### src/rtl/img_cap_pkg.sv
// Shared types and constants for the image capture write path.
// Pixel/memory widths, pad byte and the write-stage state encoding.
package img_cap_pkg;

  localparam int PIX_W  = 24;
  localparam int MEM_DW = 32;
  localparam int CNT_W  = 24;

  localparam logic [MEM_DW-PIX_W-1:0] PIX_PAD = 8'h00;

  typedef enum logic [1:0] {
    IDLE,
    ACTIVE,
    FLUSH
  } wr_stage_state_t;

endpackage

### src/rtl/pix_sync_fifo.sv
// Show-ahead synchronous FIFO for the pixel write path.
// Pointers carry one extra MSB so full and empty are distinguishable.
module pix_sync_fifo #(
  parameter int W     = 24,
  parameter int DEPTH = 8
) (
  input  logic         CLOCK_125_p,
  input  logic         reset,
  input  logic         push,
  input  logic         pop,
  input  logic [W-1:0] din,
  output logic [W-1:0] dout,
  output logic         full,
  output logic         empty
);

  localparam int AW = $clog2(DEPTH);

  logic [W-1:0] mem_q [DEPTH];
  logic [AW:0]  wp_q;
  logic [AW:0]  rp_q;
  logic         wr_en;
  logic         rd_en;

  assign empty = (wp_q == rp_q);
  assign full  = (wp_q[AW] != rp_q[AW]) &&
                 (wp_q[AW-1:0] == rp_q[AW-1:0]);

  // A full FIFO still takes a push when the head leaves this cycle.
  assign rd_en = pop && !empty;
  assign wr_en = push && (!full || rd_en);

  assign dout = mem_q[rp_q[AW-1:0]];

  always_ff @(posedge CLOCK_125_p) begin
    if (reset) begin
      wp_q <= '0;
      rp_q <= '0;
    end else begin
      if (wr_en) wp_q <= wp_q + (AW+1)'(1);
      if (rd_en) rp_q <= rp_q + (AW+1)'(1);
    end
  end

  always_ff @(posedge CLOCK_125_p) begin
    if (wr_en) mem_q[wp_q[AW-1:0]] <= din;
  end

endmodule

### src/rtl/img_wr_stage.sv
// Frames the camera pixel stream into fixed-length write bursts
// for memory port 0, with drop and sync error reporting.
module img_wr_stage
  import img_cap_pkg::*;
#(
  parameter int FRAME_PIX  = 16,
  parameter int FIFO_DEPTH = 8
) (
  input  logic              CLOCK_125_p,
  input  logic              reset,
  input  logic              sof,
  input  logic              pix_valid,
  input  logic [PIX_W-1:0]  pix_data,
  input  logic              wr_rdy,
  output logic              wr_req,
  output logic [MEM_DW-1:0] wr_data,
  output logic              frame_done,
  output logic              busy,
  output logic              ovf,
  output logic              sync_err,
  output logic [CNT_W-1:0]  wr_cnt
);

  localparam logic [CNT_W-1:0] FP = CNT_W'(FRAME_PIX);

  wr_stage_state_t  state_q;
  logic [CNT_W-1:0] acc_q, acc_d;
  logic [CNT_W-1:0] drop_q, drop_d;
  logic [CNT_W-1:0] wr_cnt_q, wr_cnt_d;
  logic             ovf_q;
  logic             sync_err_q;
  logic             done_q;

  logic             take;
  logic             push;
  logic             drop;
  logic             pop;
  logic             full;
  logic             empty;
  logic             start;
  logic [PIX_W-1:0] head;

  pix_sync_fifo #(
    .W     (PIX_W),
    .DEPTH (FIFO_DEPTH)
  ) u_fifo (
    .CLOCK_125_p (CLOCK_125_p),
    .reset       (reset),
    .push        (push),
    .pop         (pop),
    .din         (pix_data),
    .dout        (head),
    .full        (full),
    .empty       (empty)
  );

  assign pop   = !empty && wr_rdy;
  assign start = (state_q == IDLE) && sof;

  always_comb begin
    take = 1'b0;
    unique case (state_q)
      IDLE:    take = sof && pix_valid;
      ACTIVE:  take = pix_valid;
      default: take = 1'b0;
    endcase
    push = take && (!full || pop);
    drop = take && !push;
  end

  // Dropped pixels still advance the frame so its length is preserved.
  always_comb begin
    acc_d    = acc_q + CNT_W'(take);
    drop_d   = drop_q + CNT_W'(drop);
    wr_cnt_d = wr_cnt_q + CNT_W'(pop);
    if (start) begin
      acc_d    = CNT_W'(take);
      drop_d   = '0;
      wr_cnt_d = '0;
    end
  end

  always_ff @(posedge CLOCK_125_p) begin
    if (reset) begin
      state_q    <= IDLE;
      acc_q      <= '0;
      drop_q     <= '0;
      wr_cnt_q   <= '0;
      ovf_q      <= 1'b0;
      sync_err_q <= 1'b0;
      done_q     <= 1'b0;
    end else begin
      acc_q    <= acc_d;
      drop_q   <= drop_d;
      wr_cnt_q <= wr_cnt_d;
      done_q   <= 1'b0;
      if (drop) ovf_q <= 1'b1;
      unique case (state_q)
        IDLE: begin
          if (sof) begin
            state_q <= (acc_d == FP) ? FLUSH : ACTIVE;
          end
        end
        ACTIVE: begin
          if (sof) sync_err_q <= 1'b1;
          if (acc_d == FP) state_q <= FLUSH;
        end
        FLUSH: begin
          if (sof) sync_err_q <= 1'b1;
          // Every kept pixel has left once the count hits this target.
          if (wr_cnt_d == FP - drop_q) begin
            state_q <= IDLE;
            done_q  <= 1'b1;
          end
        end
        default: state_q <= IDLE;
      endcase
    end
  end

  assign wr_req     = !empty;
  assign wr_data    = empty ? '0 : {PIX_PAD, head};
  assign frame_done = done_q;
  assign busy       = (state_q != IDLE);
  assign ovf        = ovf_q;
  assign sync_err   = sync_err_q;
  assign wr_cnt     = wr_cnt_q;

endmodule

### config.mk
export PLATFORM = sky130hd
export DESIGN_NAME = img_wr_stage
export DESIGN_NICKNAME = d
export VERILOG_FILES = /design/src/rtl/img_cap_pkg.sv /design/src/rtl/pix_sync_fifo.sv /design/src/rtl/img_wr_stage.sv
export SDC_FILE = /design/constraint.sdc
export NUM_CORES = 1
export LEC_CHECK = 0
export BUFFER_PORTS_ARGS = -buffer_cell sky130_fd_sc_hd__buf_2
export CORE_MARGIN = 2
export CORE_UTILIZATION = 50
export DETAILED_ROUTE_END_ITERATION = 10
export PLACE_DENSITY = 0.75
export SLEW_MARGIN = 20
export SYNTH_ARGS = -nofsm -noshare
export SYNTH_HDL_FRONTEND = slang
export SYNTH_HIERARCHICAL = 1
export SYNTH_SLANG_ARGS = --single-unit
### constraint.sdc
create_clock -name CLOCK_125_p -period 5.55 [get_ports CLOCK_125_p]
set_input_delay 0.8325 -clock CLOCK_125_p [delete_from_list [all_inputs] [get_ports CLOCK_125_p]]
set_output_delay 0.8325 -clock CLOCK_125_p [all_outputs]
set_load 0.05 [all_outputs]
* After elaboration in Yosys (flattened, before gate mapping)
Memories as Yosys holds them, arrays and structs flattened. A register that Yosys moved wholly into a read port is not among the register bits. Cells that the tools add are included.
Storage, ports and cells: register bits 85, logic and storage cells 61, input port bits 29, RAM bits 192, memories 1, output and inout port bits 61
Operators by class: multiplexer cells 14, eq/ne operators 10, add/subtract/negate cells 6, reduce and logical (&&, ||, !) cells 20, bitwise operators 1
Memory list:
- u_fifo.mem_q | depth 8, bits a word 24, read ports 1, clocked after memory_dff 1, write ports 1, RTL line pix_sync_fifo.sv:19 | logic [W-1:0] mem_q [DEPTH];
Operator list (count):
- adder 24 x 1 -> 24 bit | 3
- two-way mux 24 bit | 3
- equality test 24 bit | 1
- equality test 24 x 5 -> 1 bit, second input constant | 1
- subtractor 5 x 24 -> 24 bit, first input constant | 1
- adder 4 x 1 -> 4 bit, second input constant | 2
- logical AND 1 bit | 8
- two-way mux 2 bit | 4
- two-way mux 3 bit | 2
- inequality test 2 bit, second input constant | 3
- case mux 2 bit (3 select lines) | 1
- OR reduction 2 bit | 3
- equality test 4 bit | 1
- equality test 3 bit | 1
- logical NOT 1 bit | 3
- two-way mux 1 bit | 3
- AND reduction 3 bit | 1
- equality test 2 x 1 -> 1 bit, second input constant | 1
- equality test 2 bit, second input constant | 1
- logical NOT 2 bit | 1
- logical OR 1 bit | 2
- case mux 1 bit (2 select lines) | 1
- AND reduction 2 bit | 1
- nonzero test 2 bit | 1
- 2 further kinds | 2

* Logic depth before layout (Yosys ltp)
Gate-level depths: netlist (run 1).
word-level depth 8, mapped depth 19, mapped depth without buffers 17

* By module
Netlist (run 1), hierarchy kept.
By module, submodules not included:
- pix_sync_fifo | cells each 348, area each 7810.0 µm², times used 1
- img_wr_stage | cells each 660, area each 5178.7 µm², times used 1

* Worst setup path before layout (run 1)
No wires, ideal clock.
path type input to register, start point in sof, end point mem u_fifo.mem_q[0][0], enable pin, cell stages on the path 7, setup time 466 ps, path slack 700 ps, arrival 4384 ps, cell sequence and2_1 -> clkbuf_1 -> clkbuf_1 -> o21ai_0 -> a21oi_1 -> o21ai_0 -> nor4_1
Between the ends: cells in the longest elaborated chain, start to end 6
RTL lines:
- start: declaration | RTL line img_wr_stage.sv:11 | input logic sof,
- logical AND 1 bit | RTL line img_wr_stage.sv:63 | IDLE: take = sof && pix_valid;
- case mux 1 bit (2 select lines) | RTL line img_wr_stage.sv:62 | unique case (state_q)
- logical AND 1 bit | RTL line img_wr_stage.sv:67 | push = take && (!full || pop);
- named net push | RTL line img_wr_stage.sv:35 | logic push;
- logical AND 1 bit | RTL line pix_sync_fifo.sv:31 | assign wr_en = push && (!full || rd_en);
- two-way mux 1 bit | RTL line pix_sync_fifo.sv:46 | if (wr_en) mem_q[wp_q[AW-1:0]] <= din;
- two-way mux 1 bit (implied by the code) | RTL line pix_sync_fifo.sv:46
- end: declaration | RTL line pix_sync_fifo.sv:19
The timed path passes the listed nets, and every way through them passes these cells.

* Worst setup path after layout (run 1)
start point reg u_fifo.wp_q[2], end point reg state_q[0]
Between the ends: cells in the longest elaborated chain, start to end 8
RTL lines:
- start: declaration | RTL line pix_sync_fifo.sv:20 | logic [AW:0] wp_q;
- start signal: assignment | RTL line pix_sync_fifo.sv:40 | if (wr_en) wp_q <= wp_q + (AW+1)'(1);
- equality test 4 bit | RTL line pix_sync_fifo.sv:25 | assign empty = (wp_q == rp_q);
- named net empty | RTL line img_wr_stage.sv:39 | logic empty;
- logical NOT 1 bit | RTL line img_wr_stage.sv:57 | assign pop = !empty && wr_rdy;
- logical AND 1 bit | RTL line img_wr_stage.sv:57
- named net pop | RTL line img_wr_stage.sv:37 | logic pop;
- adder 24 x 1 -> 24 bit | RTL line img_wr_stage.sv:75 | wr_cnt_d = wr_cnt_q + CNT_W'(pop);
- two-way mux 24 bit | RTL line img_wr_stage.sv:76 | if (start) begin
- equality test 24 bit | RTL line img_wr_stage.sv:111 | if (wr_cnt_d == FP - drop_q) begin
- inequality test 2 bit (no line)
- AND reduction 3 bit (no line)
- end signal: assignment | RTL line img_wr_stage.sv:101 | state_q <= (acc_d == FP) ? FLUSH : ACTIVE;
- end: declaration | RTL line img_wr_stage.sv:26 | wr_stage_state_t state_q;
The timed path passes the listed nets, and every way through them passes these cells. A chain may end at the register's enable or synchronous reset.

==> results of run 1 <==
==> stage by stage <==
step	hold WS [ps]	area, µm²
floorplan	494	13000
global placement	454	13600
detailed placement	457	13600
CTS	478	14600
global route	520	14600
finish	474	14600
==> power breakdown <==
part / switching, mW / internal (mW) / leakage, nW
Clock: 0.781 / 1.13 / 0.458
Sequential: 0.0520 / 2.31 / 2.44
Combinational: 0.572 / 0.262 / 2.11
==> kinds of logic after synthesis <==
logic type	Yosys count	share of synthesized area, %
simple gates	348	14.3
flops	280	58.0
fa+ha+maj	12	1.16
compound gates	100	5.50
other cells	1	0.0289
xor+xnor	100	6.85
mux	79	11.0
buf+inv	88	3.17
==> flip-flops by register name (all words and copies together) (netlist names), named ones only <==
name          count
wr_cnt           24
drop_q           24
u_fifo/rp_q       4
acc_q            24
u_fifo/wp_q       4
frame_done        1
ovf               1
u_fifo/mem_q    192
state_q           2
sync_err          1
==> critical path, stage by stage (launching register included) <==
cell and delay, ps:
dfxtp_1 560, xnor2_1 190, nand3_1 120, nor2_2 40, inv_1 90, nand2_1 80, inv_1 170, ha_1 240
ha_1 200, nand3_1 250, nor4_1 760, nand4_1 200, xor2_1 200, a221oi_1 330, o211ai_1 160, a2111oi_2 410
a31o_2 260, mux2_4 290
==> cell usage after synthesis, drive strengths merged (6+ instances only) <==
library cell	n	share of area, %
edfxtp	192	44
nor2	93	2.7
dfxtp	88	14
xnor2	59	4.0
mux4	48	8.3
nand3	43	1.7
clkbuf	40	1.2
xor2	40	2.7
nand2	36	1.0
nor2b	29	1.4
mux2	27	2.4
nor3	26	1.0
buf	25	1.3
a21oi	24	0.98
nand4	24	1.2
inv	23	0.66
nor4	20	1.0
o21ai	17	0.66
and2	14	0.67
and3	14	0.67
ha	12	1.2
or3	12	0.58
and4	8	0.54
a211oi	6	0.35
a31oi	6	0.29
or4	6	0.40
==> path summary, 6_finish.rpt <==
| kind | to | cells past startpoint |
|---|---|---|
| worst max register to register | state_q[0]$_SDFFE_PP0P_ | 17 |
| worst min-delay path | sync_err$_SDFFE_PP0P_ | 2 |
| worst max-delay path | state_q[0]$_SDFFE_PP0P_ | 17 |
| worst min register to register | sync_err$_SDFFE_PP0P_ | 2 |
==> metal layers <==
metal | GRT usage, % | part of all wire [%] | up-vias | wire, µm
li1 | - | - | 3911 | -
met1 | 26.7 | 44 | 4017 | 11900
met2 | 33.6 | 49 | 203 | 13200
met3 | 2.67 | 4.7 | 44 | 1270
met4 | 5.73 | 1.9 | 0 | 516
met5 | 0 | 0 | - | 0
==> cell type report <==
cell class	instances	area, µm²	share of cell area, %
Multi-Input combinational cell	647	5120	35.0
Inverter	23	86.3	0.590
Clock buffer	44	832	5.69
Antenna cell	2	5.00	0.0342
Timing Repair Buffer	94	523	3.58
Sequential cell	280	7530	51.5
Clock inverter	10	118	0.804
Tap cell	330	413	2.82
==> report_table.html, run 1 <==
<table>
<tr><th>Metric</th><th>Value</th></tr>
<tr><th colspan="2">Placed design</th></tr>
<tr><td>Placer congestion estimate</td><td>0.840</td></tr>
<tr><td>PortBufs</td><td>81</td></tr>
<tr><td>Count of placed standard cells including taps</td><td>1373</td></tr>
<tr><td>Final HPWL DP</td><td>16.6 mm</td></tr>
<tr><td>Worst setup slack after placement</td><td>814 ps</td></tr>
<tr><th colspan="2">STA</th></tr>
<tr><td>Actual slew at the worst max-slew pin</td><td>1050 ps</td></tr>
<tr><td>Final setup viols</td><td>0</td></tr>
<tr><td>Hold Vio Cnt, Final</td><td>0</td></tr>
<tr><td>Peak Freq</td><td>0.213 GHz</td></tr>
<tr><td>Final setup skew</td><td>9.95 ps</td></tr>
<tr><td>Final worst path period share</td><td>84.6%</td></tr>
<tr><td>RSZ-0062 raised after global routing</td><td>no</td></tr>
<tr><td>Fin. max-slew vios</td><td>0</td></tr>
<tr><td>Crit path setup slack, layout</td><td>855 ps</td></tr>
<tr><td>Worst slew margin</td><td>29.8%</td></tr>
<tr><td>Setup TNS</td><td>0 ps</td></tr>
<tr><td>Fin crit period</td><td>4690 ps</td></tr>
<tr><th colspan="2">Synth</th></tr>
<tr><td>Summed instance area of the synthesized netlist</td><td>13000 µm²</td></tr>
<tr><td>Number of distinct library cells after synthesis</td><td>74</td></tr>
<tr><td>Ys async rst share</td><td>0%</td></tr>
<tr><td>Post-synthesis cell count</td><td>1008</td></tr>
<tr><td>Dominant synthesized flop cell</td><td>edfxtp_1</td></tr>
<tr><td>Synth Area per Inst</td><td>12.9 µm²</td></tr>
<tr><td>Sequential fraction of the synthesis area</td><td>58.0%</td></tr>
<tr><td>Count of warnings emitted by yosys</td><td>6</td></tr>
<tr><td>Synth Register Bits</td><td>280</td></tr>
<tr><td>Number of enable-type register cells in the synthesized netlist</td><td>192</td></tr>
<tr><th colspan="2">Route</th></tr>
<tr><td>Count of TritonRoute iterations in the first routing pass</td><td>5</td></tr>
<tr><td>Drt via density</td><td>5.72</td></tr>
<tr><td>Via Count</td><td>8175</td></tr>
<tr><td>Average wire length per cell after detail routing</td><td>18.8 µm</td></tr>
<tr><td># DRC</td><td>0</td></tr>
<tr><td>Remaining antenna violation count</td><td>0</td></tr>
<tr><td>Initial DRC Count</td><td>661</td></tr>
<tr><td>Detailed Route WL</td><td>26.8 mm</td></tr>
<tr><th colspan="2">Critical path</th></tr>
<tr><td>Worst Setup SP</td><td>u_fifo/wp_q[2]$_SDFFE_PP0P_</td></tr>
<tr><td>Slack of the worst reg-to-reg path</td><td>860 ps</td></tr>
<tr><td>Worst path arrival time</td><td>5130 ps</td></tr>
<tr><td>Critical path data required time</td><td>5990 ps</td></tr>
<tr><td>Critical path endpoint category</td><td>flop</td></tr>
<tr><td>Startpoint class of the critical path</td><td>flop</td></tr>
<tr><td>Startpoint of the worst register-to-register path</td><td>u_fifo/wp_q[2]$_SDFFE_PP0P_</td></tr>
<tr><td>Highest net fanout along the worst path</td><td>9</td></tr>
<tr><td>Critical path class</td><td>flop to flop</td></tr>
<tr><th colspan="2">Clock tree</th></tr>
<tr><td>Cts hold-fix bufs</td><td>0</td></tr>
<tr><td>Longest Clk Path Bufs</td><td>3</td></tr>
<tr><td>Root buffer cell</td><td>clkbuf_16</td></tr>
<tr><td>Worst skew pair latency</td><td>550 ps</td></tr>
<tr><td>Clock edge transition at the registers on the reported setup and hold paths</td><td>60 ps</td></tr>
<tr><td>CTS tree</td><td>yes</td></tr>
<tr><td>Inserted Clock Buffers</td><td>29</td></tr>
<tr><td>Post-CTS Resized</td><td>0</td></tr>
<tr><td>Number of buffers inserted to repair setup after CTS</td><td>0</td></tr>
<tr><td>H-tree Lvls</td><td>1</td></tr>
<tr><td># clock sinks</td><td>280</td></tr>
<tr><th colspan="2">Cells and area</th></tr>
<tr><td>Ratio of cells with drive above 1 in the final layout</td><td>21.7%</td></tr>
<tr><td>Final non-filler cell total</td><td>1430</td></tr>
<tr><td>Post-layout nets</td><td>1116</td></tr>
<tr><td>Most frequent standard cell in the layout excluding fill and tap cells</td><td>edfxtp_1</td></tr>
<tr><td>Area delta synth-&gt;final</td><td>12.6%</td></tr>
<tr><td>Final design utilization</td><td>57.8%</td></tr>
<tr><td>Final-layout fill cell count</td><td>1993</td></tr>
<tr><td>Most frequent cells in the layout</td><td>edfxtp_1, nor2_1, dfxtp_1</td></tr>
<tr><th colspan="2">Global route</th></tr>
<tr><td>First-pass GRT wire length</td><td>42.0 mm</td></tr>
<tr><td>Total routing resource utilization after global routing</td><td>19.8%</td></tr>
<tr><td>Gr ovfl total</td><td>0</td></tr>
<tr><td>Via count of the first global-routing pass</td><td>7977</td></tr>
<tr><td>Largest net degree at the start of global routing</td><td>49</td></tr>
<tr><td>Antenna violations before repair</td><td>2</td></tr>
<tr><th colspan="2">Power and ir drop</th></tr>
<tr><td>Power density cells</td><td>349 nW/µm²</td></tr>
<tr><td>Worst vdd ir</td><td>0.260 mV</td></tr>
<tr><td>Leak</td><td>5.01 nW</td></tr>
<tr><td>Sum of internal, switching and leakage power</td><td>5.11 mW</td></tr>
<tr><th colspan="2">Die</th></tr>
<tr><td>Width of the die</td><td>165 µm</td></tr>
<tr><td>Floorplan die height</td><td>165 µm</td></tr>
<tr><td>Number of placed I/O pins</td><td>90</td></tr>
<tr><td>Initial Util</td><td>51.3%</td></tr>
<tr><td>Number of rows in the core area</td><td>58</td></tr>
<tr><td>Std-Cell Core Area</td><td>25300 µm²</td></tr>
<tr><td>Die Area</td><td>27300 µm²</td></tr>
<tr><th colspan="2">Worst hold path</th></tr>
<tr><td>Kind of path behind the tightest hold check</td><td>flop to flop</td></tr>
<tr><td>Hold Startpoint</td><td>sync_err$_SDFFE_PP0P_</td></tr>
<tr><th colspan="2">Flow run</th></tr>
<tr><td>Number of max-cap violations</td><td>0</td></tr>
<tr><th colspan="2">Outcome</th></tr>
<tr><td>Result of the run</td><td>completed</td></tr>
</table>
Power figures use the tool's default switching activity.
==> run 2: changes to the inputs <==
- ABC_AREA: not set -> 1
- PLACE_DENSITY: 0.75 -> 0.77
- clock period: 5.55 -> 4.08 ns (I/O delays scaled with it)
==> run 2 against run 1 <==
Net effect:
- clock power rose by 39%
- critical path depth fell by 9
- global-route usage rose by 2.3 points
- clock skew rose by 2.2 ps
- non-clock buffer count rose by 10
- critical endpoint is now wr_data[4]
- largest cell class unchanged
==> report_table.html, run 2 <==
<table>
<tr><th>Metric</th><th>Value</th></tr>
<tr><th colspan="2">Die</th></tr>
<tr><td>Die Area</td><td>28900 µm²</td></tr>
<tr><td>Number of placed I/O pins</td><td>90</td></tr>
<tr><td>Width of the die</td><td>170 µm</td></tr>
<tr><td>Number of rows in the core area</td><td>60</td></tr>
<tr><td>Floorplan die height</td><td>170 µm</td></tr>
<tr><td>Initial Util</td><td>51.1%</td></tr>
<tr><td>Std-Cell Core Area</td><td>27000 µm²</td></tr>
<tr><th colspan="2">Power and ir drop</th></tr>
<tr><td>Power density cells</td><td>523 nW/µm²</td></tr>
<tr><td>Leak</td><td>6.39 nW</td></tr>
<tr><td>Worst vdd ir</td><td>0.403 mV</td></tr>
<tr><th colspan="2">Route</th></tr>
<tr><td># DRC</td><td>0</td></tr>
<tr><td>Average wire length per cell after detail routing</td><td>15.6 µm</td></tr>
<tr><td>Detailed Route WL</td><td>32.2 mm</td></tr>
<tr><td>Drt via density</td><td>5.40</td></tr>
<tr><td>Initial DRC Count</td><td>900</td></tr>
<tr><td>Count of TritonRoute iterations in the first routing pass</td><td>5</td></tr>
<tr><td>Via Count</td><td>11131</td></tr>
<tr><td>Remaining antenna violation count</td><td>0</td></tr>
<tr><th colspan="2">Outcome</th></tr>
<tr><td>Result of the run</td><td>completed</td></tr>
<tr><th colspan="2">Placed design</th></tr>
<tr><td>Final HPWL DP</td><td>21.4 mm</td></tr>
<tr><td>PortBufs</td><td>81</td></tr>
<tr><td>Placer congestion estimate</td><td>0.937</td></tr>
<tr><td>Count of placed standard cells including taps</td><td>2007</td></tr>
<tr><th colspan="2">Clock tree</th></tr>
<tr><td>Longest Clk Path Bufs</td><td>3</td></tr>
<tr><td>CTS tree</td><td>yes</td></tr>
<tr><td>Inserted Clock Buffers</td><td>29</td></tr>
<tr><td>Cts hold-fix bufs</td><td>0</td></tr>
<tr><td>Root buffer cell</td><td>clkbuf_16</td></tr>
<tr><td>Number of buffers inserted to repair setup after CTS</td><td>0</td></tr>
<tr><td>H-tree Lvls</td><td>1</td></tr>
<tr><td>Worst skew pair latency</td><td>560 ps</td></tr>
<tr><td>Clock edge transition at the registers on the reported setup and hold paths</td><td>60 ps</td></tr>
<tr><td># clock sinks</td><td>280</td></tr>
<tr><td>Post-CTS Resized</td><td>0</td></tr>
<tr><th colspan="2">Critical path</th></tr>
<tr><td>Crit Reg-Reg Endpoint</td><td>state_q[0]$_SDFFE_PP0P_</td></tr>
<tr><td>Startpoint class of the critical path</td><td>flop</td></tr>
<tr><td>Highest net fanout along the worst path</td><td>64</td></tr>
<tr><td>Startpoint of the worst register-to-register path</td><td>u_fifo/rp_q[3]$_SDFFE_PP0P_</td></tr>
<tr><td>Worst path arrival time</td><td>3060 ps</td></tr>
<tr><td>Worst setup path endpoint</td><td>wr_data[4]</td></tr>
<tr><td>Number of cell instances on the worst register-to-register path</td><td>24</td></tr>
<tr><td>Slack of the worst reg-to-reg path</td><td>630 ps</td></tr>
<tr><td>Critical path class</td><td>flop to output pin</td></tr>
<tr><td>Critical path endpoint category</td><td>output pin</td></tr>
<tr><td>Critical path data required time</td><td>3470 ps</td></tr>
<tr><th colspan="2">STA</th></tr>
<tr><td>Actual slew at the worst max-slew pin</td><td>861 ps</td></tr>
<tr><td>Setup TNS</td><td>0 ps</td></tr>
<tr><td>Hold Vio Cnt, Final</td><td>0</td></tr>
<tr><td>Fin. max-slew vios</td><td>0</td></tr>
<tr><td>Final worst path period share</td><td>90.0%</td></tr>
<tr><td>Worst slew margin</td><td>42.4%</td></tr>
<tr><td>Peak Freq</td><td>0.272 GHz</td></tr>
<tr><td>Final setup viols</td><td>0</td></tr>
<tr><td>Fin crit period</td><td>3670 ps</td></tr>
<tr><td>Final setup skew</td><td>12.1 ps</td></tr>
<tr><td>RSZ-0062 raised after global routing</td><td>no</td></tr>
<tr><th colspan="2">Synth</th></tr>
<tr><td>Synth Area per Inst</td><td>8.48 µm²</td></tr>
<tr><td>Sequential fraction of the synthesis area</td><td>54.7%</td></tr>
<tr><td>Most area-hungry cell type in the Yosys netlist</td><td>edfxtp_1</td></tr>
<tr><td>Synth Register Bits</td><td>280</td></tr>
<tr><td>Dominant synthesized flop cell</td><td>edfxtp_1</td></tr>
<tr><td>Most frequent cell after synthesis</td><td>nand2_1</td></tr>
<tr><td>Most area-consuming cells after synthesis</td><td>edfxtp_1, dfxtp_1, nand2_1, nor2_1, inv_1</td></tr>
<tr><td>Cell types with the highest counts after synthesis</td><td>nand2_1, nor2_1, edfxtp_1, inv_1, nand3_1</td></tr>
<tr><td>Share of the synthesized area in the top cell type</td><td>41.9%</td></tr>
<tr><td>Ys async rst share</td><td>0%</td></tr>
<tr><td>Count of warnings emitted by yosys</td><td>6</td></tr>
<tr><td>Summed instance area of the synthesized netlist</td><td>13800 µm²</td></tr>
<tr><td>Post-synthesis cell count</td><td>1622</td></tr>
<tr><td>Number of enable-type register cells in the synthesized netlist</td><td>192</td></tr>
<tr><td>Number of distinct library cells after synthesis</td><td>48</td></tr>
<tr><th colspan="2">Cells and area</th></tr>
<tr><td>Most frequent cells in the layout</td><td>nand2_1, nor2_1, edfxtp_1</td></tr>
<tr><td>Final non-filler cell total</td><td>2062</td></tr>
<tr><td>Most frequent standard cell in the layout excluding fill and tap cells</td><td>nand2_1</td></tr>
<tr><td>Ratio of cells with drive above 1 in the final layout</td><td>14.0%</td></tr>
<tr><td>Flip-flop count of the largest register after layout</td><td>192</td></tr>
<tr><td>Post-layout nets</td><td>1738</td></tr>
<tr><td>Area delta synth-&gt;final</td><td>12.8%</td></tr>
<tr><th colspan="2">Global route</th></tr>
<tr><td>Total routing resource utilization after global routing</td><td>22.1%</td></tr>
<tr><td>First-pass GRT wire length</td><td>51.2 mm</td></tr>
<tr><td>Antenna violations before repair</td><td>1</td></tr>
<tr><td>Gr ovfl total</td><td>0</td></tr>
<tr><td>Largest net degree at the start of global routing</td><td>65</td></tr>
<tr><td>Via count of the first global-routing pass</td><td>10426</td></tr>
<tr><th colspan="2">Flow run</th></tr>
<tr><td>Number of max-cap violations</td><td>0</td></tr>
<tr><th colspan="2">Worst hold path</th></tr>
<tr><td>Kind of path behind the tightest hold check</td><td>primary input to flop</td></tr>
</table>
## run 2: cell count changes after synthesis, moves of 17 or more
cell / change
nand2_2: +17
mux2_2: -24
nor2_2: +19
o21ai_0: +36
nand2_1: +333
mux4_2: -48
o21ai_1: +22
nand3_1: +58
nor2b_1: -29
nor2_1: +264
inv_1: +114
xnor2_1: -54
o32ai_1: +48
xor2_1: -33
## run 2: power by group
group | switching [mW] | total [mW] | internal [mW] | leakage [nW]
logic | 1.61 | 2.20 | 0.586 | 3.48
clock network | 1.12 | 2.66 | 1.53 | 0.467
registers | 0.0858 | 3.25 | 3.17 | 2.44
total | 2.82 | 8.11 | 5.29 | 6.39
## run 2: worst min path at each step
stage / slack [ps] / startpoint / to / cells after the start
2_1_floorplan: 480 / state_q[1]$_SDFFE_PP0P_ / state_q[1]$_SDFFE_PP0P_ / 2
3_3_place_gp: 460 / sync_err$_SDFFE_PP0P_ / sync_err$_SDFFE_PP0P_ / 2
3_5_place_dp: 460 / sync_err$_SDFFE_PP0P_ / sync_err$_SDFFE_PP0P_ / 2
4_1_cts: 300 / sof / sync_err$_SDFFE_PP0P_ / 3
5_1_grt: 310 / pix_data[21] / u_fifo/mem_q[7][21]$_DFFE_PP_ / 1
6_report: 310 / pix_data[21] / u_fifo/mem_q[7][21]$_DFFE_PP_ / 1
## run 2: layout make-up
cell class,count,area [µm²]
multi-input combinational,1131,5360
clock buffer,36,802
fill,2367,11400
timing repair buffer,104,653
inverter,151,572
tap,341,427
antenna,1,2.50
sequential,280,7530
clock inverter,18,178
## run 2: critical path, stage by stage (launching register included)
cell     delay, ps
dfxtp_2        730
buf_4          650
nor2_1         110
o32ai_1        310
nand2_1         90
nand2_1         70
inv_1           40
nor2_1         170
buf_2          300
## run 2: cell families after synthesis
logic type	count (synthesis)	share of synthesized area, %
DFF	280	54.7
adders and majority gates	12	1.09
buffers and inverters	218	6.67
and+or+nand+nor	926	28.6
AOI/OAI and AO/OA	171	7.89
other	1	0.0273
xor gates and xnor gates	14	1.00
## run 2: per-stage QoR
step                setup slack (ps)  total power, mW  hold WS (ps)  area, µm²  utilization, %
finish                           406             8.11           314      15500            57.6
global route                     168             8.49           308      15500            57.6
CTS                              399             8.17           296      15500            57.6
detailed placement               736             5.51           458      14500            54.0
global placement                 881             5.46           455      14500            54.0
floorplan                        773             4.97           477      13800               -
## run 2: metal layers
layer / routed length (µm) / up-vias / GRT usage, % / share of wire, %
met1: 13600 / 5216 / 28.1 / 42
li1: - / 5504 / - / -
met2: 15500 / 355 / 38.7 / 48
met3: 2330 / 56 / 3.79 / 7.2
met5: 0 / - / 0 / 0
met4: 746 / 0 / 6.80 / 2.3
==> run 3: changes to the inputs <==
- ABC_AREA: 1 -> 0
- PLACE_DENSITY: 0.77 -> 0.78
==> run 3 against run 2 <==
Net effect:
- global-route usage fell by 1.6 points
- worst hold slack barely moved
- die area fell by 5.5%
- largest cell class unchanged
- routed wire length fell by 13%
- critical path depth rose by 8
==> report_table.html, run 3 (synthesis gave the netlist of run 1 again) <==
<table>
<tr><th>Metric</th><th>Value</th></tr>
<tr><th colspan="2">Outcome</th></tr>
<tr><td>Result of the run</td><td>completed</td></tr>
<tr><th colspan="2">Cells and area</th></tr>
<tr><td>Post-layout nets</td><td>1136</td></tr>
<tr><td>Most frequent cells in the layout</td><td>edfxtp_1, nor2_1, dfxtp_1</td></tr>
<tr><td>Flip-flop count of the largest register after layout</td><td>192</td></tr>
<tr><td>Post-route cell area</td><td>15100 µm²</td></tr>
<tr><td>Final design utilization</td><td>59.6%</td></tr>
<tr><td>Area delta synth-&gt;final</td><td>16.1%</td></tr>
<tr><td>Most frequent standard cell in the layout excluding fill and tap cells</td><td>edfxtp_1</td></tr>
<tr><td>Antenna diode instance count</td><td>0</td></tr>
<tr><td>Ratio of cells with drive above 1 in the final layout</td><td>25.5%</td></tr>
<tr><th colspan="2">STA</th></tr>
<tr><td>Peak Freq</td><td>0.261 GHz</td></tr>
<tr><td>Fin. max-slew vios</td><td>0</td></tr>
<tr><td>Worst slew margin</td><td>34.8%</td></tr>
<tr><td>Fin crit period</td><td>3830 ps</td></tr>
<tr><td>Final worst path period share</td><td>93.9%</td></tr>
<tr><td>Final setup viols</td><td>0</td></tr>
<tr><td>Setup TNS</td><td>0 ps</td></tr>
<tr><td>Final setup skew</td><td>16.3 ps</td></tr>
<tr><td>RSZ-0062 raised after global routing</td><td>no</td></tr>
<tr><td>Hold Vio Cnt, Final</td><td>0</td></tr>
<tr><td>Actual slew at the worst max-slew pin</td><td>974 ps</td></tr>
<tr><th colspan="2">Power and ir drop</th></tr>
<tr><td>Cell-internal power</td><td>5.46 mW</td></tr>
<tr><td>Clock Power Share</td><td>40.8%</td></tr>
<tr><td>Relative contribution of combinational cells to total power</td><td>16.5%</td></tr>
<tr><td>Leak</td><td>5.23 nW</td></tr>
<tr><td>Net switching component of the power</td><td>2.02 mW</td></tr>
<tr><td>Register share of total power</td><td>42.7%</td></tr>
<tr><td>Worst vdd ir</td><td>0.440 mV</td></tr>
<tr><td>Power density cells</td><td>496 nW/µm²</td></tr>
<tr><td>Switching portion of total power</td><td>27.0%</td></tr>
<tr><th colspan="2">Route</th></tr>
<tr><td>Initial DRC Count</td><td>690</td></tr>
<tr><td>Via Count</td><td>8388</td></tr>
<tr><td>Average wire length per cell after detail routing</td><td>19.3 µm</td></tr>
<tr><td>Count of TritonRoute iterations in the first routing pass</td><td>5</td></tr>
<tr><td># DRC</td><td>0</td></tr>
<tr><td>Detailed Route WL</td><td>28.0 mm</td></tr>
<tr><td>Drt via density</td><td>5.79</td></tr>
<tr><td>Remaining antenna violation count</td><td>0</td></tr>
<tr><th colspan="2">Clock tree</th></tr>
<tr><td>Longest Clk Path Bufs</td><td>3</td></tr>
<tr><td>Root buffer cell</td><td>clkbuf_16</td></tr>
<tr><td>H-tree Lvls</td><td>1</td></tr>
<tr><td># clock sinks</td><td>280</td></tr>
<tr><td>CTS tree</td><td>yes</td></tr>
<tr><td>Cts hold-fix bufs</td><td>0</td></tr>
<tr><td>Inserted Clock Buffers</td><td>30</td></tr>
<tr><td>Clock edge transition at the registers on the reported setup and hold paths</td><td>60 ps</td></tr>
<tr><td>Worst skew pair latency</td><td>570 ps</td></tr>
<tr><th colspan="2">Critical path</th></tr>
<tr><td>Crit path cell chain</td><td>xor2_2 &gt; nor2_2 &gt; inv_2 &gt; nand2_1 &gt; inv_2 &gt; ha_1 &gt; nand4_1 &gt; buf_4 &gt; o31a_1 &gt; o21ai_0 &gt; xnor2_1 &gt; nand4_1 &gt; or4_1 &gt; a2111oi_4 &gt; a31o_2 &gt; mux2_4</td></tr>
<tr><td>Largest stage delay, worst path</td><td>520 ps</td></tr>
<tr><td>Critical-path top delay cell</td><td>or4_1</td></tr>
<tr><td>Critical path endpoint category</td><td>flop</td></tr>
<tr><td>Critical path buffers and inverters</td><td>3</td></tr>
<tr><td>Critical path data required time</td><td>4530 ps</td></tr>
<tr><td>Critical path class</td><td>flop to flop</td></tr>
<tr><td>Cell family contributing the most delay on the critical path</td><td>compound AO/OA/AOI/OAI gates</td></tr>
<tr><td>Highest net fanout along the worst path</td><td>6</td></tr>
<tr><td>Worst path arrival time</td><td>4280 ps</td></tr>
<tr><td>Startpoint class of the critical path</td><td>flop</td></tr>
<tr><th colspan="2">Global route</th></tr>
<tr><td>First-pass GRT wire length</td><td>43.8 mm</td></tr>
<tr><td>Antenna violations before repair</td><td>0</td></tr>
<tr><td>Largest net degree at the start of global routing</td><td>40</td></tr>
<tr><td>Gr ovfl total</td><td>0</td></tr>
<tr><td>Total routing resource utilization after global routing</td><td>20.5%</td></tr>
<tr><td>Via count of the first global-routing pass</td><td>8258</td></tr>
<tr><th colspan="2">Die</th></tr>
<tr><td>Number of rows in the core area</td><td>58</td></tr>
<tr><td>Number of placed I/O pins</td><td>90</td></tr>
<tr><td>Initial Util</td><td>51.3%</td></tr>
<tr><td>Std-Cell Core Area</td><td>25300 µm²</td></tr>
<tr><td>Floorplan die height</td><td>165 µm</td></tr>
<tr><td>Die Area</td><td>27300 µm²</td></tr>
<tr><td>Width of the die</td><td>165 µm</td></tr>
<tr><th colspan="2">Placed design</th></tr>
<tr><td>Placer congestion estimate</td><td>0.861</td></tr>
<tr><td>PortBufs</td><td>81</td></tr>
<tr><td>Area of placed instances</td><td>13800 µm²</td></tr>
<tr><td>Final HPWL DP</td><td>17.5 mm</td></tr>
<tr><th colspan="2">Flow run</th></tr>
<tr><td>Number of max-cap violations</td><td>0</td></tr>
<tr><th colspan="2">Worst hold path</th></tr>
<tr><td>Kind of path behind the tightest hold check</td><td>primary input to flop</td></tr>
</table>
==> run 3: changes by cell type in the layout (fill, tap and decap cells not counted), sizes merged, moves of 27 or more <==
cell   change
inv      -124
mux2      +27
mux4      +48
nand2    -350
nand3     -64
nor2     -290
nor2b     +29
o21ai     -58
o32ai     -48
xnor2     +53
xor2      +32
==> run 3: metal layers <==
metal | vias up | part of all wire (%) | wire length (µm) | global-route usage [%]
li1 | 3951 | - | - | -
met1 | 4157 | 44 | 12200 | 27.4
met2 | 241 | 50 | 13900 | 35.6
met3 | 39 | 5.1 | 1430 | 2.92
met4 | 0 | 1.7 | 463 | 4.98
met5 | - | 0 | 0 | 0
==> run 3: cell type report <==
type	instances	area (µm²)
Clock buffer	30	751
Clock inverter	26	387
Fill cell	1935	10200
Inverter	23	86.3
Multi-Input combinational cell	647	5260
Sequential cell	280	7530
Tap cell	330	413
Timing Repair Buffer	113	658
==> run 3: final timing paths <==
| path | from | to | slack, ps | depth (start not counted) |
|---|---|---|---|---|
| setup / recovery | u_fifo/wp_q[3]$_SDFFE_PP0P_ | state_q[0]$_SDFFE_PP0P_ | 250 | 16 |
| setup reg to reg | u_fifo/wp_q[3]$_SDFFE_PP0P_ | state_q[0]$_SDFFE_PP0P_ | 250 | 16 |
| hold reg to reg | ovf$_SDFFE_PP0P_ | ovf$_SDFFE_PP0P_ | 520 | 2 |
| hold / removal | pix_valid | acc_q[0]$_SDFF_PP0_ | 310 | 3 |
==> run 3: stage by stage <==
step | power, mW | hold WS (ps) | setup WS (ps) | cells
floorplan | 4.14 | 494 | 7.28 | 1015
global placement | 4.44 | 488 | 122 | 1391
detailed placement | 4.46 | 497 | -42.1 | 1391
CTS | 7.53 | 284 | 29.5 | 1447
global route | 7.77 | 311 | 22.8 | 1449
finish | 7.49 | 314 | 249 | 1449
==> run 3: repair_timing <==
action / in CTS / in global routing
buffers inserted: 0 / 2
endpoints found under the setup margin: 1 / 3
pin swaps: 0 / 1
hold endpoints to repair: 0 / 0
resized for setup: 2 / 19
==> run 3: power groups by stage <==
stage	Combinational [mW]	Sequential, mW	Clock, mW
finish	1.23	3.20	3.06
detailed placement	1.21	3.26	0
CTS	1.21	3.20	3.12
global placement	1.19	3.25	0
global route	1.33	3.21	3.23
floorplan	0.886	3.25	0
==> run 3: tightest hold or removal path, cell delays in order <==
cell	delay (ps)
buf_2	120
nand2_1	50
a21oi_1	50
